==> src/rtl/bullet_scheduler.sv <==
// -----------------------------------------------------------------------------
// bullet_scheduler
//
// Shared bullet-slot controller for the two-player tank game. Takes level shoot
// requests from both players, arbitrates round-robin for a pool of NUM_SLOTS
// bullet slots, spawns a bullet at the shooter's tank centre, steps every live
// bullet once per game tick and retires bullets that leave the screen or that
// the collision logic reports as hit.
//
// Ports:
//   clk_i, reset_i            system clock, synchronous active-high reset
//   tick_i                    single-cycle game tick (movement + cooldown)
//   player_N_shoot_i          level shoot request per player
//   player_N_x_i/_y_i         tank upper-left corner per player (10 bits)
//   player_N_move_i           one-hot move: 0001 down, 0010 up, 0100 right,
//                             1000 left
//   hit_i, hit_slot_i         collision pulse and the slot it refers to
//   slot_valid_o              per-slot active flag
//   slot_owner_o              per-slot owner (0 = player 1, 1 = player 2)
//   slot_x_o, slot_y_o        packed positions, slot k at [10k+9:10k]
//   grant_o                   one-cycle grant pulse (bit0 p1, bit1 p2)
//   player_N_ready_o          high while that player's cooldown is zero
//
// Optional feature (macro BULLET_QUOTA_EN): when defined, each player may own
// at most NUM_SLOTS/2 live bullets; a player at quota is not eligible to shoot.
// -----------------------------------------------------------------------------
module bullet_scheduler #(
  parameter int NUM_SLOTS    = 4,
  parameter int COOLDOWN     = 16,
  parameter int BULLET_SPEED = 2,
  parameter int SLOT_W       = $clog2(NUM_SLOTS)
) (
  input  logic                    clk_i,
  input  logic                    reset_i,
  input  logic                    tick_i,
  input  logic                    player_1_shoot_i,
  input  logic                    player_2_shoot_i,
  input  logic [9:0]              player_1_x_i,
  input  logic [9:0]              player_1_y_i,
  input  logic [9:0]              player_2_x_i,
  input  logic [9:0]              player_2_y_i,
  input  logic [3:0]              player_1_move_i,
  input  logic [3:0]              player_2_move_i,
  input  logic                    hit_i,
  input  logic [SLOT_W-1:0]       hit_slot_i,
  output logic [NUM_SLOTS-1:0]    slot_valid_o,
  output logic [NUM_SLOTS-1:0]    slot_owner_o,
  output logic [NUM_SLOTS*10-1:0] slot_x_o,
  output logic [NUM_SLOTS*10-1:0] slot_y_o,
  output logic [1:0]              grant_o,
  output logic                    player_1_ready_o,
  output logic                    player_2_ready_o
);

  // +2 keeps the width at least one bit even when COOLDOWN is zero.
  localparam int              CD_W      = $clog2(COOLDOWN + 2);
  localparam logic [CD_W-1:0] CD_LOAD   = CD_W'(COOLDOWN);
  localparam logic [CD_W-1:0] CD_ONE    = CD_W'(1);
  localparam logic [9:0]      STEP      = 10'(BULLET_SPEED);
  localparam logic [10:0]     STEP_EXT  = 11'(BULLET_SPEED);
  localparam logic [10:0]     X_LIMIT   = 11'd640;
  localparam logic [10:0]     Y_LIMIT   = 11'd480;
  localparam logic [9:0]      SPAWN_OFS = 10'd15;
  localparam logic [3:0]      DIR_DOWN  = 4'b0001;
  localparam logic [3:0]      DIR_UP    = 4'b0010;
  localparam logic [3:0]      DIR_RIGHT = 4'b0100;
  localparam logic [3:0]      DIR_LEFT  = 4'b1000;

  typedef enum logic {
    RR_P1 = 1'b0,
    RR_P2 = 1'b1
  } rr_e;

  rr_e                  rr_q, rr_d;
  logic [NUM_SLOTS-1:0] slot_valid_q, slot_valid_d;
  logic [NUM_SLOTS-1:0] slot_owner_q, slot_owner_d;
  logic [9:0]           slot_x_q   [NUM_SLOTS];
  logic [9:0]           slot_x_d   [NUM_SLOTS];
  logic [9:0]           slot_y_q   [NUM_SLOTS];
  logic [9:0]           slot_y_d   [NUM_SLOTS];
  logic [3:0]           slot_dir_q [NUM_SLOTS];
  logic [3:0]           slot_dir_d [NUM_SLOTS];
  logic [CD_W-1:0]      cooldown_q [2];
  logic [CD_W-1:0]      cooldown_d [2];
  logic [3:0]           last_dir_q [2];
  logic [3:0]           last_dir_d [2];
  logic [1:0]           grant_q, grant_d;

  logic                 free_found;
  logic [SLOT_W-1:0]    free_idx;
  logic [1:0]           under_quota;
  logic [1:0]           eligible;
  logic [1:0]           win;

  // Lowest-index free slot, looked up on the registered valid vector so a slot
  // released this cycle only becomes allocatable next cycle.
  always_comb begin
    free_found = 1'b0;
    free_idx   = '0;
    for (int k = NUM_SLOTS - 1; k >= 0; k--) begin
      if (!slot_valid_q[k]) begin
        free_found = 1'b1;
        free_idx   = SLOT_W'(k);
      end
    end
  end

`ifdef BULLET_QUOTA_EN
  logic [SLOT_W:0] p1_owned, p2_owned;

  // Count live bullets per owner; a player at half the pool is held off.
  always_comb begin
    p1_owned = '0;
    p2_owned = '0;
    for (int k = 0; k < NUM_SLOTS; k++) begin
      if (slot_valid_q[k]) begin
        if (slot_owner_q[k]) p2_owned = p2_owned + (SLOT_W+1)'(1);
        else                 p1_owned = p1_owned + (SLOT_W+1)'(1);
      end
    end
    under_quota[0] = (p1_owned < (SLOT_W+1)'(NUM_SLOTS / 2));
    under_quota[1] = (p2_owned < (SLOT_W+1)'(NUM_SLOTS / 2));
  end
`else
  assign under_quota = 2'b11;
`endif

  // Round-robin arbitration: the pointer only moves when both players compete,
  // so a lone shooter never steals the other player's turn.
  always_comb begin
    eligible[0] = player_1_shoot_i && (cooldown_q[0] == '0) && free_found && under_quota[0];
    eligible[1] = player_2_shoot_i && (cooldown_q[1] == '0) && free_found && under_quota[1];
    rr_d = rr_q;
    win  = eligible;
    if (eligible == 2'b11) begin
      win  = (rr_q == RR_P1) ? 2'b01 : 2'b10;
      rr_d = (rr_q == RR_P1) ? RR_P2 : RR_P1;
    end
    grant_d = win;
  end

  // Slot update: hits take precedence over movement, retiring moves leave the
  // stored position untouched, and allocation only ever targets a slot that
  // was free before this edge, so it cannot collide with a hit or a move.
  always_comb begin
    slot_valid_d = slot_valid_q;
    slot_owner_d = slot_owner_q;
    slot_x_d     = slot_x_q;
    slot_y_d     = slot_y_q;
    slot_dir_d   = slot_dir_q;
    for (int k = 0; k < NUM_SLOTS; k++) begin
      if (slot_valid_q[k]) begin
        if (hit_i && (hit_slot_i == SLOT_W'(k))) begin
          slot_valid_d[k] = 1'b0;
        end else if (tick_i) begin
          case (slot_dir_q[k])
            DIR_DOWN: begin
              if (({1'b0, slot_y_q[k]} + STEP_EXT) >= Y_LIMIT) slot_valid_d[k] = 1'b0;
              else                                             slot_y_d[k] = slot_y_q[k] + STEP;
            end
            DIR_UP: begin
              if (slot_y_q[k] < STEP) slot_valid_d[k] = 1'b0;
              else                    slot_y_d[k] = slot_y_q[k] - STEP;
            end
            DIR_RIGHT: begin
              if (({1'b0, slot_x_q[k]} + STEP_EXT) >= X_LIMIT) slot_valid_d[k] = 1'b0;
              else                                             slot_x_d[k] = slot_x_q[k] + STEP;
            end
            DIR_LEFT: begin
              if (slot_x_q[k] < STEP) slot_valid_d[k] = 1'b0;
              else                    slot_x_d[k] = slot_x_q[k] - STEP;
            end
            default: ;
          endcase
        end
      end
    end
    if (win != 2'b00) begin
      slot_valid_d[free_idx] = 1'b1;
      slot_owner_d[free_idx] = win[1];
      slot_x_d[free_idx]     = win[1] ? (player_2_x_i + SPAWN_OFS) : (player_1_x_i + SPAWN_OFS);
      slot_y_d[free_idx]     = win[1] ? (player_2_y_i + SPAWN_OFS) : (player_1_y_i + SPAWN_OFS);
      slot_dir_d[free_idx]   = win[1] ? last_dir_q[1] : last_dir_q[0];
    end
  end

  // Cooldown reload beats the tick decrement, so a grant on a tick cycle still
  // starts from the full COOLDOWN. Direction memory ignores non-one-hot moves.
  always_comb begin
    for (int p = 0; p < 2; p++) begin
      cooldown_d[p] = cooldown_q[p];
      if (win[p])                              cooldown_d[p] = CD_LOAD;
      else if (tick_i && cooldown_q[p] != '0)  cooldown_d[p] = cooldown_q[p] - CD_ONE;
    end
    last_dir_d = last_dir_q;
    if ($onehot(player_1_move_i)) last_dir_d[0] = player_1_move_i;
    if ($onehot(player_2_move_i)) last_dir_d[1] = player_2_move_i;
  end

  always_ff @(posedge clk_i) begin
    if (reset_i) begin
      rr_q          <= RR_P1;
      slot_valid_q  <= '0;
      slot_owner_q  <= '0;
      grant_q       <= '0;
      for (int k = 0; k < NUM_SLOTS; k++) begin
        slot_x_q[k]   <= '0;
        slot_y_q[k]   <= '0;
        slot_dir_q[k] <= '0;
      end
      cooldown_q[0] <= '0;
      cooldown_q[1] <= '0;
      last_dir_q[0] <= DIR_DOWN;
      last_dir_q[1] <= DIR_UP;
    end else begin
      rr_q          <= rr_d;
      slot_valid_q  <= slot_valid_d;
      slot_owner_q  <= slot_owner_d;
      grant_q       <= grant_d;
      for (int k = 0; k < NUM_SLOTS; k++) begin
        slot_x_q[k]   <= slot_x_d[k];
        slot_y_q[k]   <= slot_y_d[k];
        slot_dir_q[k] <= slot_dir_d[k];
      end
      cooldown_q[0] <= cooldown_d[0];
      cooldown_q[1] <= cooldown_d[1];
      last_dir_q[0] <= last_dir_d[0];
      last_dir_q[1] <= last_dir_d[1];
    end
  end

  for (genvar k = 0; k < NUM_SLOTS; k++) begin : g_pos
    assign slot_x_o[10*k +: 10] = slot_x_q[k];
    assign slot_y_o[10*k +: 10] = slot_y_q[k];
  end

  assign slot_valid_o     = slot_valid_q;
  assign slot_owner_o     = slot_owner_q;
  assign grant_o          = grant_q;
  assign player_1_ready_o = (cooldown_q[0] == '0);
  assign player_2_ready_o = (cooldown_q[1] == '0);

endmodule

==> config.mk <==
export PLATFORM = sky130hd
export DESIGN_NAME = bullet_scheduler
export DESIGN_NICKNAME = d
export VERILOG_FILES = /design/src/rtl/bullet_scheduler.sv
export SDC_FILE = /design/constraint.sdc
export NUM_CORES = 1
export LEC_CHECK = 0
export CORE_MARGIN = 1
export CORE_UTILIZATION = 30
export CTS_CLUSTER_SIZE = 25
export DETAILED_ROUTE_END_ITERATION = 10
export PLACE_DENSITY = 0.6
export SYNTH_ARGS = -nofsm -noshare
export SYNTH_HDL_FRONTEND = slang
export SYNTH_SLANG_ARGS = --single-unit
export TNS_END_PERCENT = 1
==> constraint.sdc <==
create_clock -name clk_i -period 3.5 [get_ports clk_i]
set_clock_uncertainty 0.15 [all_clocks]
set_input_delay 0.35 -clock clk_i [delete_from_list [all_inputs] [get_ports clk_i]]
set_output_delay 0.35 -clock clk_i [all_outputs]
set_load 0.03 [all_outputs]
== Word level (Yosys, flattened, before mapping) ==
Memory sizes are Yosys's and may differ from the RTL's.
Index checks and enable logic that the tools add are counted.
Storage, ports and cells
  memories: 1
  output and inout port bits: 92
  input bits: 56
  RAM bits: 10
  register bits: 115
Cells by class
  eq/ne operators: 22
  $add $sub $neg: 36
  bitwise operators: 4
  reduce and logical (&&, ||, !) cells: 18
  mux-type cells: 116
  $lt $le $gt $ge: 20
Memories
  cooldown_q: words 2, bits a word 5, read ports 2, clocked after Yosys merged registers in 0, wr ports 2, RTL line 83  | logic [CD_W-1:0] cooldown_q [2];
Operators with widths (count)
  $mux 10: 43
  $pmux 10 s2: 8
  $add 10x2->11 const B: 8
  $add 10x2->10 const B: 8
  $bwmux 40: 2
  $lt 10x2->1 const B: 8
  $mux 40: 2
  $sub 10x2->10 const B: 8
  $ge 11x10->1 const B: 4
  $ge 11x9->1 const B: 4
  $add 10x4->10 const B: 4
  $mux 1: 37
  $mux 5: 6
  $demux 10 s2: 1
  $bwmux 16: 1
  $eq 4x1->1 const B: 4
  $eq 4x2->1 const B: 4
  $eq 4x3->1 const B: 4
  $eq 4x4->1 const B: 4
  $pmux 1 s4: 4
  $logic_and 1x1->1: 12
  $mux 2: 6
  $mux 4: 3
  $logic_not 5->1: 2
  19 further kinds: 29

== Logic depth before layout (Yosys ltp) ==
Gate-level depths: netlist of the first run.
  depth in word-level cells: 11
  mapped depth: 15
  gate-level depth less buffers: 14

== Least setup slack after synthesis of the first run ==
No wires, ideal clock.
  kind: reg2reg
  start: mem cooldown_q[0][0] in the netlist's numbering
  end: reg slot_y_q (netlist bit slot_y_o[26])
  period minus slack after synthesis: 3.856 ns
  buffers on the path: 1
  data required time: 3.247 ns
  path slack: -0.356 ns
  arrival time: 3.602 ns
  cell stages (with the launch flop): 15
  cells stage by stage: dfxtp_1 > inv_1 > ha_1 > nor4b_4 > nand2_2 > o211ai_2 > buf_2 > mux2i_1 > ha_1 > nor3b_1 > mux2i_4 > nand3_1 > xnor2_1 > mux2i_1 > a2111oi_2
RTL lines
  start, declared: RTL line 83
  end signal, assigned by index: RTL line 222  | slot_y_q[k] <= slot_y_d[k];
  end, declared: RTL line 79  | logic [9:0] slot_y_q [NUM_SLOTS];

==> impl_metrics.py, run 1 <==
metrics = {
    "setup_path": {
        "worstPathRequired_ps": 3630,
        "reg2reg_depth": 14,
        "startpoint_type": "flip-flop",
        "cpMaxStageDelayCell": "xor2_1",
        "endpoint_kind": "flip-flop",
        "path_cells": "inv_1, ha_1, nor4b_4, and2_1, o211ai_4, buf_12, mux2i_4, ha_2, nor3b_4, mux2i_4, nand2_1, nor2_1, xor2_1, a221oi_1",
        "crit_arrival_ps": 3430,
        "crit_end": "slot_y_o[18]$_SDFF_PP0_",
        "r2r_end": "slot_y_o[18]$_SDFF_PP0_",
        "cp-startpoint": "cooldown_q[0][5]$_SDFFE_PP0P_",
        "r2r_slack_ps": 200,
        "critical_path.max_fanout": 9,
        "crit_path_frequent_cell": "mux2i_4",
        "r2r-start": "cooldown_q[0][5]$_SDFFE_PP0P_",
        "critical_path_class": "flip-flop to flip-flop",
        "max_stage_delay_ps": 570,
    },
    "logic_synthesis": {
        "synth-seq-area-share_pct": 23.9,
        "syn_nets": 1474,
        "synth_cells": 1390,
        "synth_area_leaders": "dfxtp_1, nor2_1, a21oi_1, nand2_1, o21ai_0",
        "synth_warnings": 0,
        "synth_edf_count": 0,
        "synth_top_cell_area_share_pct": 23.9,
        "yosys.cell_types.count": 99,
        "syn-cell-area_um2": 10400,
        "yosysTopAreaCell": "dfxtp_1",
        "synth_seq_cells": 125,
        "syn_avg_cell_area_um2": 7.52,
        "async_flop_share_pct": 0,
        "synth_ff_type": "dfxtp_1",
    },
    "power": {
        "power_density_nw_per_um2": 661,
        "seq_power_share_pct": 25.4,
        "power.clock.fraction_pct": 21.8,
        "p_int_mw": 4.74,
        "switching_share_pct": 45.7,
        "p_leak_nw": 4.56,
        "worst_ir_drop_vdd_uv": 451,
        "p_comb_share_pct": 52.8,
        "design_power_total_mw": 8.73,
        "switchingPower_mw": 3.99,
    },
    "sta": {
        "setup_viol": 0,
        "finalCritPeriodShare_pct": 94.3,
        "max_freq_mhz": 303,
        "maxSlewHeadroom_pct": 46.2,
        "slew_viol_final": 0,
        "tightest_slew_ps": 784,
        "hold_slack_ps": 307,
        "finalSetupTns_ps": 0,
        "fin_ws_ps": 198,
        "period_needed_ps": 3300,
        "grt_setup_unrepaired": "false",
        "hold_viol": 0,
    },
    "clock_network": {
        "root_buffer": "clkbuf_16",
        "cts_tree": "yes",
        "ctsHtreeMaxLevel": 4,
        "clockBufferDepth": 2,
        "cts_sinks": 125,
        "cts.reportedPaths.clkPinSlew_ps": 60,
        "ctsHoldBuffers": 0,
        "cts_buffers": 17,
        "clkLatencyLatePin_ps": 430,
    },
    "finish": {
        "drive_above_1_share_pct": 11.6,
        "multi_input_area_um2": 7250,
        "mostFrequentLayoutCell": "nor2_1",
        "finish.net_count": 1618,
        "syn2layout_area_growth_pct": 26.4,
        "fin_area_um2": 13200,
        "antenna_cells": 0,
        "regArea_um2": 2500,
        "layout_common_cells": "nor2_1, clkdlybuf4s50_1, dfxtp_1",
        "final_util_pct": 39.0,
        "nFillCells": 3541,
        "stdcell_count": 1995,
    },
    "place": {
        "hpwl_um": 29500,
        "place.gp.congestion": 0.965,
        "port_buffers": 147,
        "place_inst": 1960,
        "place_ws_ps": 43.7,
        "place_area_um2": 12600,
    },
    "job": {
        "drv_cap": 0,
    },
    "global_route": {
        "grt_pass1_wl_um": 61200,
        "grt_pass1_vias": 10600,
        "grt-ovfl-total": 0,
        "grt_max_degree": 59,
        "antenna_found_initial": 0,
        "track_usage_pct": 21.8,
    },
    "routing": {
        "wire_per_inst_um": 19.9,
        "drc": 0,
        "ant_nets": 0,
        "vias": 11600,
        "firstDrtPassIters": 6,
        "detail_route.iter0.violations": 1112,
        "via_per_inst": 5.83,
        "drt-total-wl_um": 39600,
    },
    "outcome": {
        "status": "finished clean",
    },
    "floorplanning": {
        "die_y_um": 189,
        "core-area_um2": 33900,
        "dieWidth_um": 189,
        "initial_core_util_pct": 30.9,
        "top_level_ports": 148,
        "die-area_um2": 35600,
        "row_count": 67,
    },
    "hold_path": {
        "hp-class": "flip-flop to flip-flop",
    },
}
## worst min-delay path by stage
stage / from / end / slack, ps / cells after the start
after floorplan: last_dir_q[0]$_SDFFE_PP0N_ / last_dir_q[0]$_SDFFE_PP0N_ / 310 / 2
final: slot_y_o[10]$_SDFFE_PP0P_ / slot_y_o[10]$_SDFFE_PP0P_ / 310 / 2
after global routing: slot_y_o[30]$_SDFFE_PP0P_ / slot_y_o[30]$_SDFFE_PP0P_ / 320 / 2
after detailed placement: slot_y_o[30]$_SDFFE_PP0P_ / slot_y_o[30]$_SDFFE_PP0P_ / 300 / 2
after global placement: slot_owner_o[0]$_SDFFE_PP0P_ / slot_owner_o[0]$_SDFFE_PP0P_ / 290 / 2
after CTS: slot_y_o[30]$_SDFFE_PP0P_ / slot_y_o[30]$_SDFFE_PP0P_ / 310 / 2
## cells by family (layout without fill, tap and decap cells)
family,count (synthesis),count (layout),synth area share (%)
AOI/OAI and AO/OA,427,427,28.1
xor gates and xnor gates,50,50,4.19
adders and majority gates,28,28,3.50
buffers and inverters,148,305,7.32
DFF,125,125,23.9
muxes,35,35,3.57
and+or+nand+nor,577,577,29.4
## metal layers
| layer | global-route usage (%) | vias up | wire [µm] |
|---|---|---|---|
| met4 | 7.60 | 0 | 1060 |
| met2 | 34.8 | 507 | 18200 |
| met5 | 0 | - | 0 |
| met3 | 3.63 | 59 | 2790 |
| li1 | - | 5511 | - |
| met1 | 29.3 | 5557 | 17600 |
## synth_stat cells, drive strengths merged, types with 9 or more instances
library cell / n
or3: 16
xor2: 24
and3: 25
nand4: 18
nor3: 70
mux2i: 27
clkbuf: 76
o31ai: 12
a21oi: 102
nor2b: 13
a311oi: 9
dfxtp: 125
ha: 26
nand3b: 10
a31oi: 23
or4: 15
o21ai: 101
buf: 24
xnor2: 26
nor4: 16
nor3b: 11
nand2: 124
a211oi: 52
nor4b: 17
a2111oi: 13
inv: 46
nor2: 151
nand2b: 21
nand3: 43
o41ai: 9
a221oi: 33
## power by group through the flow
stage	logic [mW]	registers (mW)	clock network, mW
after floorplan	2.62	2.35	0
after global placement	4.47	2.23	0
after detailed placement	4.50	2.23	0
after CTS	4.53	2.20	1.94
after global routing	4.93	2.27	1.99
final	4.61	2.22	1.91
## area by class of cell
| type | instances | share of cell area [%] |
|---|---|---|
| Clock buffer | 21 | 3.41 |
| Tap cell | 448 | 4.24 |
| Timing Repair Buffer | 227 | 16.0 |
| Inverter | 46 | 1.31 |
| Sequential cell | 125 | 18.9 |
| Multi-Input combinational cell | 1117 | 54.9 |
| Clock inverter | 11 | 1.26 |
## registers in the layout, indices dropped and copies added, names as in the netlist
register      count
cooldown_q       10
grant_o           2
last_dir_q        8
rr_q              1
slot_dir_q       16
slot_owner_o      4
slot_valid_o      4
slot_x_o         40
slot_y_o         40
## timing repair
item	in CTS	in global routing
buffers inserted	0	3
setup endpoints to repair	0	18
gates resized for setup	0	1
## worst max-delay path, delay by kind of cell, from the launching register on
kind,cells,cell delay (ps)
AO/OA/AOI/OAI,2,290
XOR/XNOR,1,570
adder cells (fa/ha/maj),2,360
buffers and inverters,2,260
flip-flops,1,330
multiplexers,2,380
AND/OR/NAND/NOR,5,830
(Power assumes the default switching activity.)
==> run 2, diff against run 1 <==
--- a/config.mk
+++ b/config.mk
@@ -9,6 +9,7 @@
 export CORE_UTILIZATION = 30
 export CTS_CLUSTER_SIZE = 25
 export DETAILED_ROUTE_END_ITERATION = 10
+export GPL_ROUTABILITY_DRIVEN = 0
 export PLACE_DENSITY = 0.6
 export SYNTH_ARGS = -nofsm -noshare
 export SYNTH_HDL_FRONTEND = slang
==> impl_metrics.py, run 2 (synthesis results as in run 1) <==
metrics = {
    "clock_network": {
        "clockBufferDepth": 2,
        "cts.reportedPaths.clkPinSlew_ps": 60,
        "cts_sinks": 125,
        "clkLatencyLatePin_ps": 430,
        "root_buffer": "clkbuf_16",
        "cts_buffers": 17,
        "ctsHoldBuffers": 0,
        "cts_tree": "yes",
        "ctsHtreeMaxLevel": 4,
    },
    "routing": {
        "wl_met3_um": 3010,
        "top_layer_used": "met4",
        "drc": 0,
        "ant_nets": 0,
        "firstDrtPassIters": 5,
        "detail_route.iter0.violations": 1121,
        "route.met2.wl_um": 17800,
        "via_per_inst": 5.90,
        "vias": 11800,
        "wl_met1_um": 17100,
        "drt-total-wl_um": 39100,
        "wire_per_inst_um": 19.6,
    },
    "setup_path": {
        "r2r_slack_ps": 190,
        "crit_cells": 15,
        "critical_path_class": "flip-flop to flip-flop",
        "cp-startpoint": "cooldown_q[0][0]$_SDFFE_PP0P_",
        "reg2reg_depth": 15,
        "cpMaxStageDelayCell": "o211ai_4",
        "endpoint_kind": "flip-flop",
        "worstPathRequired_ps": 3680,
        "path_cells": "inv_1, ha_1, nor4b_4, nand2_2, o211ai_4, buf_4, mux2i_4, ha_2, nor3b_4, mux2i_4, nand3_1, xnor2_1, mux2i_1, buf_4, a2111oi_2",
        "crit_arrival_ps": 3490,
        "r2r-start": "cooldown_q[0][0]$_SDFFE_PP0P_",
        "critical_path.max_fanout": 8,
        "crit_end": "slot_y_o[26]$_SDFF_PP0_",
        "r2r_end": "slot_y_o[26]$_SDFF_PP0_",
        "max_stage_delay_ps": 350,
        "startpoint_type": "flip-flop",
        "cp_top_family": "simple AND/OR/NAND/NOR gates",
        "crit_buf_inv": 3,
    },
    "floorplanning": {
        "row_count": 67,
        "top_level_ports": 148,
        "dieWidth_um": 189,
        "die-area_um2": 35600,
        "initial_core_util_pct": 30.9,
        "die_y_um": 189,
        "core-area_um2": 33900,
    },
    "sta": {
        "finalCritPeriodShare_pct": 94.6,
        "hold_viol": 0,
        "finalSetupTns_ps": 0,
        "max_freq_mhz": 302,
        "fin_ws_ps": 188,
        "period_needed_ps": 3310,
        "tightest_slew_ps": 787,
        "setup_viol": 0,
        "slew_viol_final": 0,
        "maxSlewHeadroom_pct": 46.8,
    },
    "finish": {
        "drive_above_1_share_pct": 11.8,
        "nFillCells": 3474,
        "layout_common_cells": "nor2_1, clkdlybuf4s50_1, dfxtp_1",
        "regArea_um2": 2500,
        "multi_input_area_um2": 7270,
        "stdcell_count": 1994,
        "finish.net_count": 1618,
        "final_util_pct": 39.0,
        "syn2layout_area_growth_pct": 26.3,
        "mostFrequentLayoutCell": "nor2_1",
    },
    "global_route": {
        "antenna_found_initial": 0,
        "grt_pass1_vias": 10800,
        "track_usage_pct": 21.6,
        "grt_pass1_wl_um": 61200,
        "grt_max_degree": 46,
        "grt-ovfl-total": 0,
    },
    "place": {
        "place_inst": 1958,
        "hpwl_um": 29100,
        "place_ws_ps": 23.1,
        "port_buffers": 147,
    },
    "power": {
        "p_leak_nw": 4.55,
        "worst_ir_drop_vdd_uv": 418,
        "design_power_total_mw": 8.67,
        "power_density_nw_per_um2": 657,
    },
    "hold_path": {
        "hp-class": "primary input to flip-flop",
    },
    "job": {
        "drv_cap": 0,
    },
    "outcome": {
        "status": "finished clean",
    },
}
-- run 2: changes by cell type in the layout (fill, tap and decap cells not counted), sizes merged --
cell | before | now
clkbuf | 21 | 23
clkinv | 4 | 3
bufinv | 4 | 3
clkinvlp | 3 | 1
diode | 0 | 1
-- run 2: routing by layer --
layer / up-vias / global-route usage, %
li1: 5500 / -
met4: 0 / 8.22
met5: - / 0
met1: 5628 / 29.1
met2: 555 / 34.2
met3: 73 / 3.89
-- run 2: worst register-to-register path, cell delays in order (launching register included) --
cell	delay, ps
dfxtp_1	340
inv_1	90
ha_1	160
nor4b_4	240
nand2_2	110
o211ai_4	350
buf_4	210
mux2i_4	230
ha_2	220
nor3b_4	220
mux2i_4	120
nand3_1	110
xnor2_1	130
mux2i_1	90
buf_4	170
a2111oi_2	280
-- run 2: repair_timing --
| action | 4_1_cts | 5_1_grt |
|---|---|---|
| endpoints found under the setup margin | 0 | 21 |
| buffers inserted | 0 | 5 |
| resized for setup | 0 | 5 |
-- run 2: final cells by class --
cell class,instances,share of cell area [%]
multi-input cells,1117,55.1
flip-flops and latches,125,19.0
repair buffers,227,15.9
well taps,448,4.25
clock buffers,23,3.62
inverters,46,1.31
clock inverters,7,0.853
diodes,1,0.0190
-- run 2: power by group --
part | total, mW | switching, mW | internal [mW]
Clock | 1.84 | 0.677 | 1.16
Sequential | 2.23 | 0.517 | 1.71
Combinational | 4.60 | 2.77 | 1.83
Total | 8.67 | 3.97 | 4.70
-- run 2: through the flow --
step | hold WS [ps] | instance area (µm²)
after CTS | 254 | 13100
after floorplan | 310 | 10500
after global routing | 270 | 13200
after global placement | 295 | 12500
after detailed placement | 301 | 12500
final | 260 | 13200
-- run 2: worst min-delay path by stage --
stage,startpoint,endpoint,depth (start not counted)
floorplan,last_dir_q[0]$_SDFFE_PP0N_,last_dir_q[0]$_SDFFE_PP0N_,2
global placement,slot_y_o[0]$_SDFFE_PP0P_,slot_y_o[0]$_SDFFE_PP0P_,2
detailed placement,slot_y_o[0]$_SDFFE_PP0P_,slot_y_o[0]$_SDFFE_PP0P_,2
CTS,reset_i,slot_y_o[37]$_SDFF_PP0_,2
global route,reset_i,slot_y_o[37]$_SDFF_PP0_,2
finish,reset_i,slot_y_o[37]$_SDFF_PP0_,2
==> run 3, diff against run 2 <==
--- a/config.mk
+++ b/config.mk
@@ -6,11 +6,11 @@
 export NUM_CORES = 1
 export LEC_CHECK = 0
 export CORE_MARGIN = 1
-export CORE_UTILIZATION = 30
+export CORE_UTILIZATION = 51
 export CTS_CLUSTER_SIZE = 25
 export DETAILED_ROUTE_END_ITERATION = 10
 export GPL_ROUTABILITY_DRIVEN = 0
-export PLACE_DENSITY = 0.6
+export PLACE_DENSITY = 0.87
 export SYNTH_ARGS = -nofsm -noshare
 export SYNTH_HDL_FRONTEND = slang
 export SYNTH_SLANG_ARGS = --single-unit
==> impl_metrics.py, run 3 (synthesis results as in run 1) <==
metrics = {
    "outcome": {
        "status": "finished clean",
    },
    "job": {
        "drv_cap": 0,
    },
    "sta": {
        "maxSlewHeadroom_pct": 34.2,
        "setup_viol": 0,
        "period_needed_ps": 3450,
        "max_freq_mhz": 290,
        "slew_viol_final": 0,
        "finalCritPeriodShare_pct": 98.5,
        "finalSetupTns_ps": 0,
        "hold_viol": 0,
        "tightest_slew_ps": 973,
    },
    "power": {
        "worst_ir_drop_vdd_uv": 532,
        "design_power_total_mw": 8.23,
        "p_leak_nw": 4.38,
        "switchingPower_mw": 3.86,
        "power_density_nw_per_um2": 650,
        "power.clock.fraction_pct": 19.2,
        "switching_share_pct": 46.9,
        "seq_power_share_pct": 27.5,
        "p_comb_share_pct": 53.4,
        "p_int_mw": 4.37,
    },
    "finish": {
        "mostFrequentLayoutCell": "nor2_1",
        "layout_common_cells": "nor2_1, clkdlybuf4s50_1, dfxtp_1",
        "drive_above_1_share_pct": 10.2,
        "final_util_pct": 64.0,
        "fin_area_um2": 12700,
        "antenna_cells": 0,
        "syn2layout_area_growth_pct": 21.2,
        "finish.net_count": 1591,
    },
    "clock_network": {
        "cts.reportedPaths.clkPinSlew_ps": 50,
        "cts_buffers": 17,
        "post-cts-setup-buffers": 0,
        "cts_tree": "yes",
        "ctsResizeCount": 0,
        "ctsHoldBuffers": 0,
        "cts_sinks": 125,
        "root_buffer": "clkbuf_16",
        "clkLatencyLatePin_ps": 430,
        "clockBufferDepth": 2,
        "ctsHtreeMaxLevel": 4,
    },
    "floorplanning": {
        "die-area_um2": 21100,
        "dieWidth_um": 145,
        "row_count": 51,
        "core-area_um2": 19800,
        "initial_core_util_pct": 52.8,
        "top_level_ports": 148,
        "die_y_um": 145,
    },
    "routing": {
        "via_per_inst": 6.74,
        "drc": 0,
        "ant_nets": 0,
        "wire_per_inst_um": 19.9,
        "drt-total-wl_um": 35500,
        "detail_route.iter0.violations": 1777,
        "firstDrtPassIters": 8,
        "vias": 12000,
    },
    "setup_path": {
        "crit_buf_inv": 3,
        "cpMaxStageDelayCell": "a221oi_1",
        "endpoint_kind": "flip-flop",
        "cp-startpoint": "cooldown_q[0][6]$_SDFFE_PP0P_",
        "crit_path_frequent_cell": "mux2i_4",
        "critical_path_class": "flip-flop to flip-flop",
        "crit_arrival_ps": 3620,
        "cp_top_family": "simple AND/OR/NAND/NOR gates",
        "critical_path.max_fanout": 6,
        "worstPathRequired_ps": 3670,
        "startpoint_type": "flip-flop",
        "r2r-start": "cooldown_q[0][6]$_SDFFE_PP0P_",
        "max_stage_delay_ps": 340,
        "path_cells": "inv_1, ha_1, nor4b_4, and2_2, o211ai_4, buf_6, mux2i_4, ha_2, nor3b_4, mux2i_4, nand3_1, xnor2_1, mux2i_1, buf_4, a221oi_1",
    },
    "global_route": {
        "track_usage_pct": 32.9,
        "grt-ovfl-total": 0,
        "grt_pass1_vias": 10800,
        "grt_max_degree": 70,
        "grt_pass1_wl_um": 56500,
        "antenna_found_initial": 0,
    },
    "hold_path": {
        "hold_start": "reset_i",
        "hp-class": "primary input to flip-flop",
    },
    "place": {
        "port_buffers": 147,
        "place_area_um2": 12100,
        "hpwl_um": 25600,
    },
}
## run 3: final cells by class
cell class	count	area (µm²)
Tap cell	265	332
Inverter	46	173
Clock inverter	7	42.5
Fill cell	1634	7120
Sequential cell	125	2500
Clock buffer	22	474
Timing Repair Buffer	200	1880
Multi-Input combinational cell	1117	7250
## run 3: final timing paths
kind	to	slack, ps	cells past startpoint
worst max-delay path	slot_y_o[6]$_SDFF_PP0_	50	15
worst min register to register	slot_x_o[20]$_SDFFE_PP0P_	310	2
worst max register to register	slot_y_o[6]$_SDFF_PP0_	50	15
worst min-delay path	last_dir_q[3]$_SDFFE_PP0N_	280	2
## run 3: metal layers
metal  vias up  GRT usage [%]  share of wire, %
li1       5450              -                 -
met1      5510           41.3                38
met2       882           51.8                45
met3       167           7.67                11
met4         0           18.6               5.5
met5         -              0                 0
## run 3: stage by stage
stage	cells	setup slack, ps	hold slack (ps)
2_1_floorplan	1390	37.0	310
3_5_place_dp	1753	67.6	305
3_3_place_gp	1753	192	296
6_report	1782	51.5	281
4_1_cts	1782	86.8	255
5_1_grt	1782	-70.3	277
## run 3: power by group through the flow
stage	sequential (mW)	clock (mW)	combinational, mW
2_1_floorplan	2.35	0	2.62
3_3_place_gp	2.24	0	4.13
3_5_place_dp	2.26	0	4.23
4_1_cts	2.23	1.58	4.27
5_1_grt	2.30	1.65	4.66
6_report	2.26	1.58	4.39
## run 3: worst reg2reg max path, cell delays in order (launching register included)
cell and delay (ps):
dfxtp_1 330, inv_1 80, ha_1 140, nor4b_4 270, and2_2 260, o211ai_4 150, buf_6 190, mux2i_4 180
ha_2 210, nor3b_4 160, mux2i_4 220, nand3_1 130, xnor2_1 210, mux2i_1 120, buf_4 180, a221oi_1 340
==> variant 1: new RTL, config.mk and constraints of run 1 <==
Set the parameter `COOLDOWN` to 8 (it was 16).
--- a/src/rtl/bullet_scheduler.sv
+++ b/src/rtl/bullet_scheduler.sv
@@ -27,5 +27,5 @@
 module bullet_scheduler #(
   parameter int NUM_SLOTS    = 4,
-  parameter int COOLDOWN     = 16,
+  parameter int COOLDOWN     = 8,
   parameter int BULLET_SPEED = 2,
   parameter int SLOT_W       = $clog2(NUM_SLOTS)
Check against the original RTL: same outputs for any inputs over 4 cycles, from zero or initial values and one cycle with reset_i high; that may be too few to reach the edited logic, so the function may still have changed.
==> variant 1 against run 1 <==
Clock power is 15% lower. Sequential cell count is 2 lower. Total power is 6.2% higher. Die area is 0.37% higher. Cell area is 0.11% lower. Worst setup slack better by 0.035 ns. Synthesized area is 0.37% higher. Routed wire length is 0.94% higher. Synthesized cell count is 3.2% higher. Worst hold slack worse by 0.21 ns.
==> variant 1: results (changes against run 1) <==
worst hold path type=in -> reg; first-pass GRT wire length=62,400 um (+1.9%); vias in the first global route=10,820 (+2.1%); leak pwr=4.471 nW (-2.0%); Post-Route WL=39,970 um (+0.94%); post-synth cell types=97 (-2.0%); worst vdd ir=0.0003436 V (-24%); DRT iter0 DRCs=1,268 (+14%); largest net degree at the start of global routing=57 (-3.4%); diode count=0 (unchanged); CP top delay family=compound AO/OA/AOI/OAI gates; crit-path max cell delay=0.33 ns (-0.24 ns); crit path DAT=3.42 ns (about the same); Slowest-stage cell, CP=dfxtp_1; maximum fanout along the worst path=12 (+3); DR pass1 iterations=5 (-1); post-DP HPWL=29,950 um (+1.6%); worst slew pin tran=0.9754 ns (+0.1910 ns); Max clock buf depth=2 (unchanged); gpl congestion=0.9509 (-1.4%); Filler Cells Inserted=3,608 (+1.9%); status=finished clean; Post-DP Area=12,650 um2 (+0.83%); layout cell share with drive strength beyond 1=10.23% (-1.4 points); Root Driver=clkbuf_16; Yosys warnings=0 (unchanged); post-synthesis sequential area ratio=23.48% (-0.47 points); synthesized net count=1,518 (+3.0%); synth cell count leaders=nor2_1, nand2_1, dfxtp_1; Vias=11,960 (+2.8%); Total Routing Usage GR=21.96% (+0.20 points); synth top area cells=dfxtp_1, nor2_1, a21oi_1; # DRC=0 (unchanged); antenna violations before repair=1 (+1); fin nets=1,645 (+1.7%)
variant 1: cell count changes in the layout (fill, tap and decap cells not counted), sizes merged, moves of 7 or more:
cell and delta:
a31oi +7, nor2b -7, o311ai +7, a221oi -9, nor4 +14, o21ai -15, o31ai +8, nor2 -8
and3 -7
variant 1: kinds of logic after synthesis:
group | count (synthesis) | share of synthesized area (%)
simple gates | 597 | 30.26
compound gates | 450 | 29.89
buf+inv | 165 | 6.502
flops | 123 | 23.48
xor+xnor | 42 | 3.507
mux | 31 | 3.006
fa+ha+maj | 27 | 3.364
variant 1: final timing paths:
path                           end  slack (ns)        startpoint
setup reg to reg      slot_y_o[26]        0.23  cooldown_q[0][0]
setup / recovery      slot_y_o[26]        0.23  cooldown_q[0][0]
hold reg to reg        slot_y_o[0]        0.31       slot_y_o[0]
hold / removal    cooldown_q[0][3]        0.09           reset_i
variant 1: layout make-up:
class	count	area, um2	area share [%]
Clock buffer	20	456.7	3.462
Clock inverter	11	72.57	0.5501
Inverter	50	187.7	1.423
Multi-Input combinational cell	1147	7367	55.84
Sequential cell	123	2462	18.66
Tap cell	455	569.3	4.315
Timing Repair Buffer	223	2077	15.74
variant 1: metal layers:
metal	vias up	wire, um	global-route usage [%]
met1	5636	17710	30.35
li1	5691	-	-
met5	-	0	0
met2	566	17110	32.64
met3	68	3632	4.930
met4	0	1514	9.057
variant 1: timing repair:
action,CTS,global route
endpoints found under the hold margin,0,0
setup endpoints to repair,0,14
resized for setup,0,4
variant 1: report_power, final:
group	internal [mW]	switching (mW)
combinational	2.06	3.19
sequential	1.72	0.667
clock	0.934	0.696
total	4.71	4.56
variant 1: metrics by stage:
| step | worst slack [ns] | cells |
|---|---|---|
| floorplan | 0.03789 | 1435 |
| global placement | 0.06162 | 1998 |
| detailed placement | -0.08383 | 1998 |
| CTS | 0.1196 | 2029 |
| global route | -0.01739 | 2029 |
| finish | 0.2326 | 2029 |
==> variant 2: new RTL, flow settings as in run 1 <==
Made on the original files. Reset style: asynchronous (`reset_i`), changed in one clocked block. Comments in the files are not updated.
--- a/src/rtl/bullet_scheduler.sv
+++ b/src/rtl/bullet_scheduler.sv
@@ -198,5 +198,5 @@
   end
 
-  always_ff @(posedge clk_i) begin
+  always_ff @(posedge clk_i or posedge reset_i) begin
     if (reset_i) begin
       rr_q          <= RR_P1;
Check against the original RTL: differs if reset_i is asserted again (counterexample within 4 cycles, from zero or initial values and one cycle with reset_i high); with reset_i held inactive, the same outputs for 4 cycles.
==> variant 2 against run 1 <==
The flow now finishes with violations (DRC). Synthesized cell count decreased by 0.86%. Synthesized area rose by 2.3%. Non-clock buffer count shrank 18. Worst hold slack lost 0.059 ns. Die area grew 2.3%. Global-route usage is 0.16 points higher. Total power fell by 2.2%. Worst setup slack improved by 0.016 ns. Cell area up 1.9%. Routed wire length increased by 0.88%. Sequential power rose by 23%. Via count fell by 0.35%. Sequential cell count is the same. Final cell count down 1.1%.
==> variant 2: results (changes against run 1) <==
fin nets=1,589 (-1.8%); Total Routing Usage GR=21.92% (+0.16 points); CP top delay family=simple AND/OR/NAND/NOR gates; Crit. Startpoint=cooldown_q[0]; htree depth=4 (unchanged); status=finished with violations; layout cell share with drive strength beyond 1=10.08% (-1.6 points); Vias=11,590 (-0.35%); port bufs=147 (unchanged); synth top area cells=dfrtp_1, a21oi_1, o21ai_0; drt wl/cell=20.25 um (+2.0%); failing checks=DRC; total CTS buffers=17 (unchanged); post-synthesis sequential area ratio=29.27% (+5.3 points); worst hold path type=in -> async; crit-path max cell delay=0.47 ns (-0.10 ns); Yosys warnings=0 (unchanged); vias in the first global route=10,850 (+2.3%); worst rel slew slack=37.24% (-9.0 points); Reg clk slew, reported paths=0.06 ns (about the same); Root Driver=clkbuf_16; first-pass GRT wire length=62,210 um (+1.6%); post-DP HPWL=29,490 um (about the same); DR pass1 iterations=9 (+3); antenna violations before repair=1 (+1); leak pwr=5.170 nW (+13%); maximum fanout along the worst path=12 (+3); gpl congestion=0.9674 (+0.28%); synth cell count leaders=nand2_1, dfrtp_1, a21oi_1; Place WS=0.1332 ns (+0.08945 ns); Slowest-stage cell, CP=or4b_4; crit path DAT=3.41 ns (-0.02 ns); largest net degree at the start of global routing=57 (-3.4%); worst skew pair latency=0.42 ns; ys async rst share=100.0% (+100 points); synthesized net count=1,462 (-0.81%); worst vdd ir=0.0003783 V (-16%); post-synth cell types=89 (-10%); diode count=0 (unchanged); # DRC=1 (+1); DRT iter0 DRCs=1,230 (+11%); Max clock buf depth=2 (unchanged)
variant 2: logic make-up after synthesis:
| group | share of synthesized area, % |
|---|---|
| AND/OR/NAND/NOR | 28.43 |
| XOR/XNOR | 3.767 |
| buffers and inverters | 5.698 |
| flip-flops | 29.27 |
| AO/OA/AOI/OAI | 25.92 |
| multiplexers | 3.498 |
| adder cells (fa/ha/maj) | 3.416 |
variant 2: layout make-up:
type	count	area, um2
Fill cell	3521	21340
Timing Repair Buffer	209	1949
Multi-Input combinational cell	1101	6973
Clock inverter	11	191.4
Inverter	51	196.4
Tap cell	455	569.3
Sequential cell	125	3131
Clock buffer	21	450.4
variant 2: path summary, 6_finish.rpt:
kind                            cells past startpoint  slack (ns)            end
worst max register to register                     13        0.21    slot_x_o[8]
worst min-delay path                                2        0.25    slot_y_o[7]
min in group clk_i                                  2        0.32    slot_y_o[0]
worst max-delay path                               13        0.21    slot_x_o[8]
worst min register to register                      2        0.32    slot_y_o[0]
max in group asynchronous                           3        2.18  last_dir_q[1]
variant 2: where the power goes:
part           leakage, nW  switching (mW)  total, mW  internal [mW]
logic                 3.29            2.23       3.82           1.59
registers             1.57           0.886       2.74           1.86
clock network        0.303           0.694       1.98           1.28
variant 2: repair_timing:
item / in CTS / in global routing
hold buffers: 0 / 0
endpoints found under the setup margin: 0 / 4
buffers inserted: 0 / 1
resized for setup: 0 / 2
variant 2: stage by stage:
stage,instance area (um2),utilization [%],std cells,total power [mW]
final,13460,38.68,1973,8.539
after floorplan,10700,-,1378,5.035
after global placement,12800,36.78,1940,6.462
after global routing,13460,38.68,1973,9.056
after CTS,13440,38.62,1972,8.536
after detailed placement,12800,36.78,1940,6.525
variant 2: metal layers:
layer	share of wire (%)	GRT usage, %
met1	44	29.56
met2	44	33.25
met3	8.1	5.024
met4	4.0	9.446
met5	0.038	0
